`src/rtl/nibble_serial_adder_pkg.sv`:
```
// Shared types and constants for the nibble-serial adder.
package nibble_serial_adder_pkg;

   // Bits added per cycle by the ripple slice
   localparam int unsigned SLICE = 4;

   // Controller states
   typedef enum logic [1:0] {
      IDLE = 2'd0,
      CALC = 2'd1,
      DONE = 2'd2
   } state_t;

endpackage : nibble_serial_adder_pkg

```
`src/rtl/nibble_serial_adder_add4_slice.sv`:
```
// 4-bit ripple-carry adder slice, also exposing the carry into its top bit.
module add4_slice
   import nibble_serial_adder_pkg::*;
(
   input  logic [SLICE-1:0] a4,
   input  logic [SLICE-1:0] b4,
   input  logic             ci,
   output logic [SLICE-1:0] s4,
   output logic             co,
   output logic             c3
);

   logic [SLICE:0] c;

   // Ripple the carry through each bit of the slice
   always_comb begin
      c    = '0;
      s4   = '0;
      c[0] = ci;
      for (int i = 0; i < int'(SLICE); i++) begin
         s4[i]   = a4[i] ^ b4[i] ^ c[i];
         c[i+1]  = (a4[i] & b4[i]) | (c[i] & (a4[i] ^ b4[i]));
      end
      co = c[SLICE];
      c3 = c[SLICE-1];
   end

endmodule : add4_slice

```
`src/rtl/nibble_serial_adder.sv`:
```
// Serial adder: one nibble per cycle through a shared 4-bit slice, with
// valid/ready handshakes on both the operand and result sides.
module nibble_serial_adder
   import nibble_serial_adder_pkg::state_t;
   import nibble_serial_adder_pkg::IDLE;
   import nibble_serial_adder_pkg::CALC;
   import nibble_serial_adder_pkg::DONE;
#(
   parameter int unsigned WIDTH = 16,
   parameter int unsigned SLICE = nibble_serial_adder_pkg::SLICE
) (
   input  logic             clk,
   input  logic             rst_n,
   input  logic             in_valid,
   output logic             in_ready,
   input  logic [WIDTH-1:0] a,
   input  logic [WIDTH-1:0] b,
   input  logic             cin,
   output logic             out_valid,
   input  logic             out_ready,
   output logic [WIDTH-1:0] sum,
   output logic             cout,
   output logic             ovf,
   output logic             busy
);

   localparam int unsigned NSLICE = WIDTH / SLICE;
   localparam int unsigned IDXW   = (NSLICE > 1) ? $clog2(NSLICE) : 1;
   localparam logic [IDXW-1:0] LAST_IDX = IDXW'(NSLICE - 1);

   state_t            state_q, state_d;
   logic [IDXW-1:0]   idx_q, idx_d;
   logic              carry_q, carry_d;
   logic [WIDTH-1:0]  opa_q, opa_d;
   logic [WIDTH-1:0]  opb_q, opb_d;
   logic [WIDTH-1:0]  sum_d;
   logic              cout_d, ovf_d;
   logic              in_ready_d, out_valid_d, busy_d;

   int unsigned       base;
   logic [WIDTH-1:0]  mask;
   logic [SLICE-1:0]  sl_a, sl_b, sl_s;
   logic              sl_co, sl_c3;

   // Select the current nibble of each registered operand
   always_comb begin
      base = 32'(idx_q) * SLICE;
      sl_a = SLICE'(opa_q >> base);
      sl_b = SLICE'(opb_q >> base);
      mask = WIDTH'({SLICE{1'b1}}) << base;
   end

   add4_slice u_slice (
      .a4 (sl_a),
      .b4 (sl_b),
      .ci (carry_q),
      .s4 (sl_s),
      .co (sl_co),
      .c3 (sl_c3)
   );

   // State, datapath and registered-output flops
   always_ff @(posedge clk or negedge rst_n) begin
      if (!rst_n) begin
         state_q   <= IDLE;
         idx_q     <= '0;
         carry_q   <= 1'b0;
         opa_q     <= '0;
         opb_q     <= '0;
         sum       <= '0;
         cout      <= 1'b0;
         ovf       <= 1'b0;
         in_ready  <= 1'b1;
         out_valid <= 1'b0;
         busy      <= 1'b0;
      end else begin
         state_q   <= state_d;
         idx_q     <= idx_d;
         carry_q   <= carry_d;
         opa_q     <= opa_d;
         opb_q     <= opb_d;
         sum       <= sum_d;
         cout      <= cout_d;
         ovf       <= ovf_d;
         in_ready  <= in_ready_d;
         out_valid <= out_valid_d;
         busy      <= busy_d;
      end
   end

   // Next-state, slice write-back and next values of the handshake outputs
   always_comb begin
      state_d = state_q;
      idx_d   = idx_q;
      carry_d = carry_q;
      opa_d   = opa_q;
      opb_d   = opb_q;
      sum_d   = sum;
      cout_d  = cout;
      ovf_d   = ovf;

      case (state_q)
         IDLE: begin
            if (in_valid && in_ready) begin
               opa_d   = a;
               opb_d   = b;
               carry_d = cin;
               idx_d   = '0;
               state_d = CALC;
            end
         end
         CALC: begin
            // Carry out of the MSB slice lands only in cout, never in sum
            sum_d   = (sum & ~mask) | (WIDTH'(sl_s) << base);
            carry_d = sl_co;
            idx_d   = idx_q + IDXW'(1);
            if (idx_q == LAST_IDX) begin
               cout_d  = sl_co;
               ovf_d   = sl_c3 ^ sl_co;
               idx_d   = '0;
               state_d = DONE;
            end
         end
         DONE: begin
            if (out_valid && out_ready) begin
               state_d = IDLE;
            end
         end
         default: begin
            state_d = IDLE;
         end
      endcase

      in_ready_d  = (state_d == IDLE);
      out_valid_d = (state_d == DONE);
      busy_d      = (state_d != IDLE);
   end

endmodule : nibble_serial_adder

```
`config.mk`:
```
export PLATFORM = sky130hd
export DESIGN_NAME = nibble_serial_adder
export DESIGN_NICKNAME = d
export VERILOG_FILES = /design/src/rtl/nibble_serial_adder_pkg.sv /design/src/rtl/nibble_serial_adder_add4_slice.sv /design/src/rtl/nibble_serial_adder.sv
export SDC_FILE = /design/constraint.sdc
export NUM_CORES = 1
export LEC_CHECK = 0
export BUFFER_PORTS_ARGS = -buffer_cell sky130_fd_sc_hd__buf_2
export CAP_MARGIN = 20
export CORE_AREA = 2 2 80 82
export DETAILED_ROUTE_END_ITERATION = 10
export DIE_AREA = 0 0 82 84
export GPL_TIMING_DRIVEN = 1
export PLACE_DENSITY = 0.67
export SLEW_MARGIN = 20
export SYNTH_ARGS = -nofsm -noshare
export SYNTH_HDL_FRONTEND = slang
export SYNTH_SLANG_ARGS = --single-unit
```
`constraint.sdc`:
```
create_clock -name clk -period 4.68 [get_ports clk]
set_clock_uncertainty 0.2 [all_clocks]
set_input_delay 0.234 -clock clk [delete_from_list [all_inputs] [get_ports clk]]
set_output_delay 0.234 -clock clk [all_outputs]
set_load 0.01 [all_outputs]
```
* Word level (Yosys, flattened, before mapping)
Cells that the tools add are included.
Storage, ports and cells: register bits after elaboration 58, input port bits 37, output and inout bits 21, logic and storage cells 63
Cells by class: $add $sub $neg 1, equality and inequality tests 5, shift operators 4, multiplexer cells 9, bitwise operators 24, reduce and logical (&&, ||, !) cells 9
Operators by type and width (count):
- $shr A16 B4 Y4 | 2
- $and A16 B16 Y16 | 1
- $not A16 Y16 | 1
- $or A16 B16 Y16 | 1
- $shl A4 B4 Y16 | 1
- $shl A4 B4 Y16 const A | 1
- $mux W2 | 5
- $xor A1 B1 Y1 | 9
- $and A1 B1 Y1 | 8
- $eq A2 B2 Y1 const B | 3
- $pmux W2 S3 | 1
- $reduce_and A2 Y1 | 3
- $logic_not A2 Y1 | 2
- $or A1 B1 Y1 | 4
- $pmux W2 S2 | 1
- $reduce_bool A2 Y1 | 2
- $add A2 B1 Y2 const B | 1
- $eq A2 B1 Y1 const B | 1
- $logic_and A1 B1 Y1 | 2
- $ne A2 B2 Y1 const B | 1
- $pmux W1 S2 | 1
- $mux W1 | 1

* Longest topological paths before layout
depth after elaboration 11, mapped depth 9, gate-level depth less buffers 7

* Modules after synthesis
Synthesis repeated with hierarchy kept, for this count alone.
Second synthesis, totals: cell total of the unflattened synthesis 179, area, all modules 2687.6 µm²
Modules (own cells, without submodules):
- nibble_serial_adder | instances 1, cells each 167, area each 2577.5 µm², sequential area each 1452.6 µm²
- add4_slice | instances 1, cells each 12, area each 110.1 µm², sequential area each 0.0 µm²

* Least setup slack after synthesis
No wires, ideal clock.
path type flip-flop to flip-flop, from register idx_q[0], to register carry_q, library setup time 0.118 ns, arrival 3.207 ns, required time 4.362 ns, slack 1.154 ns, cell stages (with the launch flop) 10, buffers on the path 2, period minus slack after synthesis 3.526 ns, cell sequence dfrtp_1 buf_2 buf_4 mux4_2 fa_1 fa_1 fa_1 fa_1 a22o_1 a21o_1
Between the ends: word-level cells in the longest chain between the ends 11, elaborated cells between the ends (all ways) 19, classes of those cells shift (2); mux (1); bitwise (16)
RTL lines:
- start, declared | line nibble_serial_adder.sv:32 | logic [IDXW-1:0] idx_q, idx_d;
- start signal, assigned | line nibble_serial_adder.sv:78 | idx_q <= idx_d;
- $shr A16 B4 Y4, on equally long branches | line nibble_serial_adder.sv:48, nibble_serial_adder.sv:49
- $xor A1 B1 Y1 | line nibble_serial_adder_add4_slice.sv:22 | c[i+1] = (a4[i] & b4[i]) | (c[i] & (a4[i] ^ b4[i]));
- $and A1 B1 Y1 | line nibble_serial_adder_add4_slice.sv:22
- $or A1 B1 Y1 | line nibble_serial_adder_add4_slice.sv:22
- $and A1 B1 Y1 | line nibble_serial_adder_add4_slice.sv:22
- $or A1 B1 Y1 | line nibble_serial_adder_add4_slice.sv:22
- $and A1 B1 Y1 | line nibble_serial_adder_add4_slice.sv:22
- $or A1 B1 Y1 | line nibble_serial_adder_add4_slice.sv:22
- $and A1 B1 Y1 | line nibble_serial_adder_add4_slice.sv:22
- $or A1 B1 Y1 * | line nibble_serial_adder_add4_slice.sv:22
- named net sl_co | line nibble_serial_adder.sv:43 | logic sl_co, sl_c3;
- $pmux W1 S2 * | line nibble_serial_adder.sv:102 | case (state_q)
- end signal, assigned | line nibble_serial_adder.sv:79 | carry_q <= carry_d;
- end, declared | line nibble_serial_adder.sv:33 | logic carry_q, carry_d;
Mark *: on every way through the listed nets, which the timed path passes. The rest lies on a longest branch. A chain may end at the register's enable or synchronous reset.

* Worst setup path after layout
Same ends and word-level chain as after synthesis.

==> results <==
- The CTS buffer count is 9.
- Cells with a size suffix above 1 make up 43.9% of the layout.
- The detail-routed net length per standard cell is 16.1 µm.
- The count of boundary I/O pins is 58.
- Summing all placed instances gives a cell area of 0.00298 mm².
- The most used flip-flop cell after synthesis is sky130_fd_sc_hd__dfrtp_1.
- For the worst setup path, the data required time is 4.72 ns.
- STA puts the critical path data arrival time at 3.57 ns.
- The via count of the first global-routing pass is 1817.
- The worst hold path was traced through 3 stages.
- The worst flop-to-flop path endpoint is carry_q.
- The count of H-tree levels built during CTS is 3.
- The buffer depth of the longest clock path is 2.
- Clock tree synthesis found a total of 58 sinks.
- The total number of vias is between 1500 and 2000.
- For this run, the detailed router's first-pass iteration total came to 5.
- STA classifies the critical path endpoint as a register.
- The final antenna diode count is 0.
- Yosys attributes the largest share of cell area to sky130_fd_sc_hd__dfrtp_1 (54%), sky130_fd_sc_hd__mux2_4 (15%), sky130_fd_sc_hd__mux4_2 (6.8%).
- Entering global routing, the biggest net connects 59 pins.
- The number of port buffers is 57.
- The floorplan step defined a core boundary enclosing around 0.0061 mm².
- The switching part of the total power is 35.1%.
- The die covers 0.00689 mm².
- VDD sags by at most 0.507 mV.
- At the pin with the least slew margin, the transition time is about 0.74 ns.
- For this design the static power due to leakage is ~1.7 nW.
- For this block, the routed nets add up to 5590 µm of wire.
- Ranked by instance count, the synthesized netlist is headed by sky130_fd_sc_hd__dfrtp_1 (57), sky130_fd_sc_hd__mux2_4 (27), sky130_fd_sc_hd__nand2_1 (14), sky130_fd_sc_hd__a32o_1 (12), sky130_fd_sc_hd__mux4_2 (8).
- Each instance of the synthesized netlist takes up on average 15.5 µm².
- After technology mapping, the gate count stands at about 170.
- The stage delay of the slowest cell on the critical path is approximately 0.6 ns.
- Combinational cells account for 47.2% of the total power.
- Across the run, the number of max-cap violations was 0.
- The floorplan has 29 rows.
- The vertical die dimension is 84 µm.
- For this configuration, the core starts out at a cell density of between 40% and 50%.
- The insertion delay to the later sink of the worst-skew pair is 0.34 ns.
- After layout, the worst path uses 75.4% of the clock period.
- The fraction of registers with async set or reset after synthesis is 100%.
- The class of the worst hold path is input pin to register.
- The remaining antenna violation count after routing is 0.
- In this run, the number of DRC markers left after iteration 0 of detailed routing was between 90 and 100.
- The count of pins over their slew limit was 0.
- The sum of overflow across all layers after global routing is 0.
- Clock tree synthesis selected as its root buffer the cell sky130_fd_sc_hd__clkbuf_8.
- The synthesized design spends more area on one cell type than any other, namely sky130_fd_sc_hd__dfrtp_1.
- The number of gates resized after CTS is 0.
- Detailed placement finished with a half-perimeter wire length of 3620 µm.
- The largest individual stage delay along the critical path comes from the cell sky130_fd_sc_hd__dfrtp_1.
- The number of antenna violations at the first check in global routing came to 0.
- The setup check on the worst reg-to-reg path leaves a slack of 1.15 ns.
- The number of enable-type register cells in the synthesized netlist is 0.
- In this run the cell area of the synthesized design comes to ~0.0027 mm².
- The final critical-path required period is roughly 3.5 ns.
- Clock-pin slew was measured on the worst setup and hold paths at 0.07 ns.
- Setup repair after global routing left no endpoint under its margin.
- The global-route wire length before repair is between 9000 and 10000 µm.
- Cell internal power was estimated by the tool at 0.00183 W.
- The largest driver fanout on the critical path is 10.
- For the worst flop-to-flop path, the logic depth is 7.
- Global routing used 18.4% of the available tracks across all layers.
- Routability-driven placement finished with a final weighted congestion of between 0.7 and 0.8.
- The critical path in this run is classified as register to register.
- Using the TritonRoute via totals, the vias-per-cell ratio works out to 5.01.
- The finished layout cell area is 0.00356 mm².
- Among all cell types in the netlist, the one instantiated most often is sky130_fd_sc_hd__dfrtp_1.
- The number of nets handed over by synthesis was 216.
- After detailed routing, the number of remaining DRC violations is 0.
- In this run the most critical hold path is launched from out_ready.
- STA classifies the critical path startpoint as a register.
- The final layout contains just over 300 nets.
- The completed layout was analyzed and its total power is approximately 0.0028 W.
- The power density over the cells is 790 mW/mm².
- The flow ran to the end, and the final reports show no timing, DRC or antenna violations.
- Based on the critical path, the design can be clocked at up to about 0.28 GHz.
- The signal on the critical path passes through mux4_2, fa_1, fa_1, fa_1, fa_1, a22o_1, a21o_1.
- For hold timing, the worst endpoint is state_q[1].
- The worst flop-to-flop path startpoint is idx_q[0].
- Summed over all failing endpoints, the final setup total negative slack is 0 ns.
- The clock network accounts for 19.3% of the total power.
- Measured against its own limit, the worst slew margin works out to 50.6%.
- From synthesis to final layout, the design area changed by 33.9%.
- The register bit total from synthesis is 58.
- The Yosys step of the flow raised 0 warnings.
- The count of endpoints failing setup in the final report is 0.
- The share of total power in sequential cells is about a third.
- The sequential area share after synthesis is 54.7%.
- In this run the biggest area consumer among cell types represents 53.7% of the synthesized area.
- The analysis attributes to net switching a power of 0.000987 W.
- The count of final hold-check violations came to 0.
- The cell that appears most often on the critical path is sky130_fd_sc_hd__fa_1.
- In this run the horizontal extent of the chip is 82 µm.
- The number of distinct standard cells referenced by the synthesized netlist is 26.
- The final-layout fill cell count is 508.
- TritonCTS built the clock tree.
==> layout by cell type, fill, tap and decap left out, drive strengths merged, types with 5 or more instances in the layout <==
cell         netlist  layout
dfrtp             57      57
mux2              33      33
clkbuf             0      12
mux4               8       8
dlygate4sd3        0      34
a32o              12      12
buf               10      60
o21ai              5       5
nand2             14      14
==> what timing repair did <==
action / 4_1_cts / 5_1_grt
endpoints found under the setup margin: 0 / 0
endpoints found under the hold margin: 90 / 0
hold buffers: 34 / 0
buffers inserted: 0 / 0
==> layout make-up <==
class / instances / area (µm²) / share of cell area (%)
clock buffers: 12 / 165 / 4.64
clock inverters: 4 / 72.6 / 2.04
inverters: 3 / 11.3 / 0.316
multi-input cells: 100 / 1110 / 31.3
flip-flops and latches: 58 / 1450 / 40.8
well taps: 77 / 96.3 / 2.71
repair buffers: 94 / 648 / 18.2
==> power by group through the flow <==
| stage | logic (W) | registers [W] | clock network (W) |
|---|---|---|---|
| 6_report | 0.00133 | 0.000943 | 0.000542 |
| 3_5_place_dp | 0.00131 | 0.000956 | 0 |
| 4_1_cts | 0.00134 | 0.000948 | 0.000552 |
| 3_3_place_gp | 0.00128 | 0.000946 | 0 |
| 5_1_grt | 0.00144 | 0.000979 | 0.000579 |
| 2_1_floorplan | 0.00101 | 0.000911 | 0 |
==> state kept, by name, indices dropped and copies added (netlist names) <==
| signal | count |
|---|---|
| busy | 1 |
| carry_q | 1 |
| cout | 1 |
| idx_q | 2 |
| in_ready | 1 |
| opa_q | 16 |
| opb_q | 16 |
| out_valid | 1 |
| ovf | 1 |
| state_q | 2 |
| sum | 16 |
==> through the flow <==
stage          setup slack (ns)  hold slack [ns]  instances  util [%]
2_1_floorplan              1.15           -0.262        171         -
3_3_place_gp               1.20            0.219        298      48.9
3_5_place_dp               1.14            0.210        298      48.9
4_1_cts                    1.14           0.0349        348      58.4
5_1_grt                   0.987           0.0552        348      58.4
6_report                   1.15           0.0455        348      58.4
==> metal layers <==
metal | vias up | part of all wire, % | track usage, %
met5 | - | 0 | 0
met4 | 0 | 1.7 | 7.73
met3 | 10 | 5.4 | 5.52
met2 | 53 | 47 | 27.9
met1 | 860 | 46 | 24.4
li1 | 819 | - | -
==> worst max-delay path by stage <==
| stage | from | end | slack (ns) | cells after the start |
|---|---|---|---|---|
| finish | idx_q[0] | carry_q | 1.15 | 7 |
| global route | idx_q[0] | sum[15] | 0.99 | 7 |
| CTS | idx_q[0] | carry_q | 1.14 | 7 |
| detailed placement | idx_q[0] | carry_q | 1.14 | 7 |
| global placement | idx_q[0] | carry_q | 1.20 | 7 |
| floorplan | idx_q[0] | carry_q | 1.15 | 9 |
==> critical path, delay by kind of cell, from the launching register on <==
kind | cells | cell delay (ns)
AOI/OAI and AO/OA | 2 | 0.35
DFF | 1 | 0.60
muxes | 1 | 0.57
adders and majority gates | 4 | 1.69
==> logic make-up (layout without fill, tap and decap cells) <==
| family | Yosys count | after routing | synth area share, % |
|---|---|---|---|
| simple gates | 27 | 27 | 4.90 |
| buf+inv | 13 | 113 | 3.44 |
| fa+ha+maj | 8 | 8 | 4.90 |
| xor+xnor | 1 | 1 | 0.330 |
| mux | 41 | 41 | 24.6 |
| compound gates | 23 | 23 | 7.20 |
| flops | 58 | 58 | 54.7 |
(Power assumes the default switching activity.)
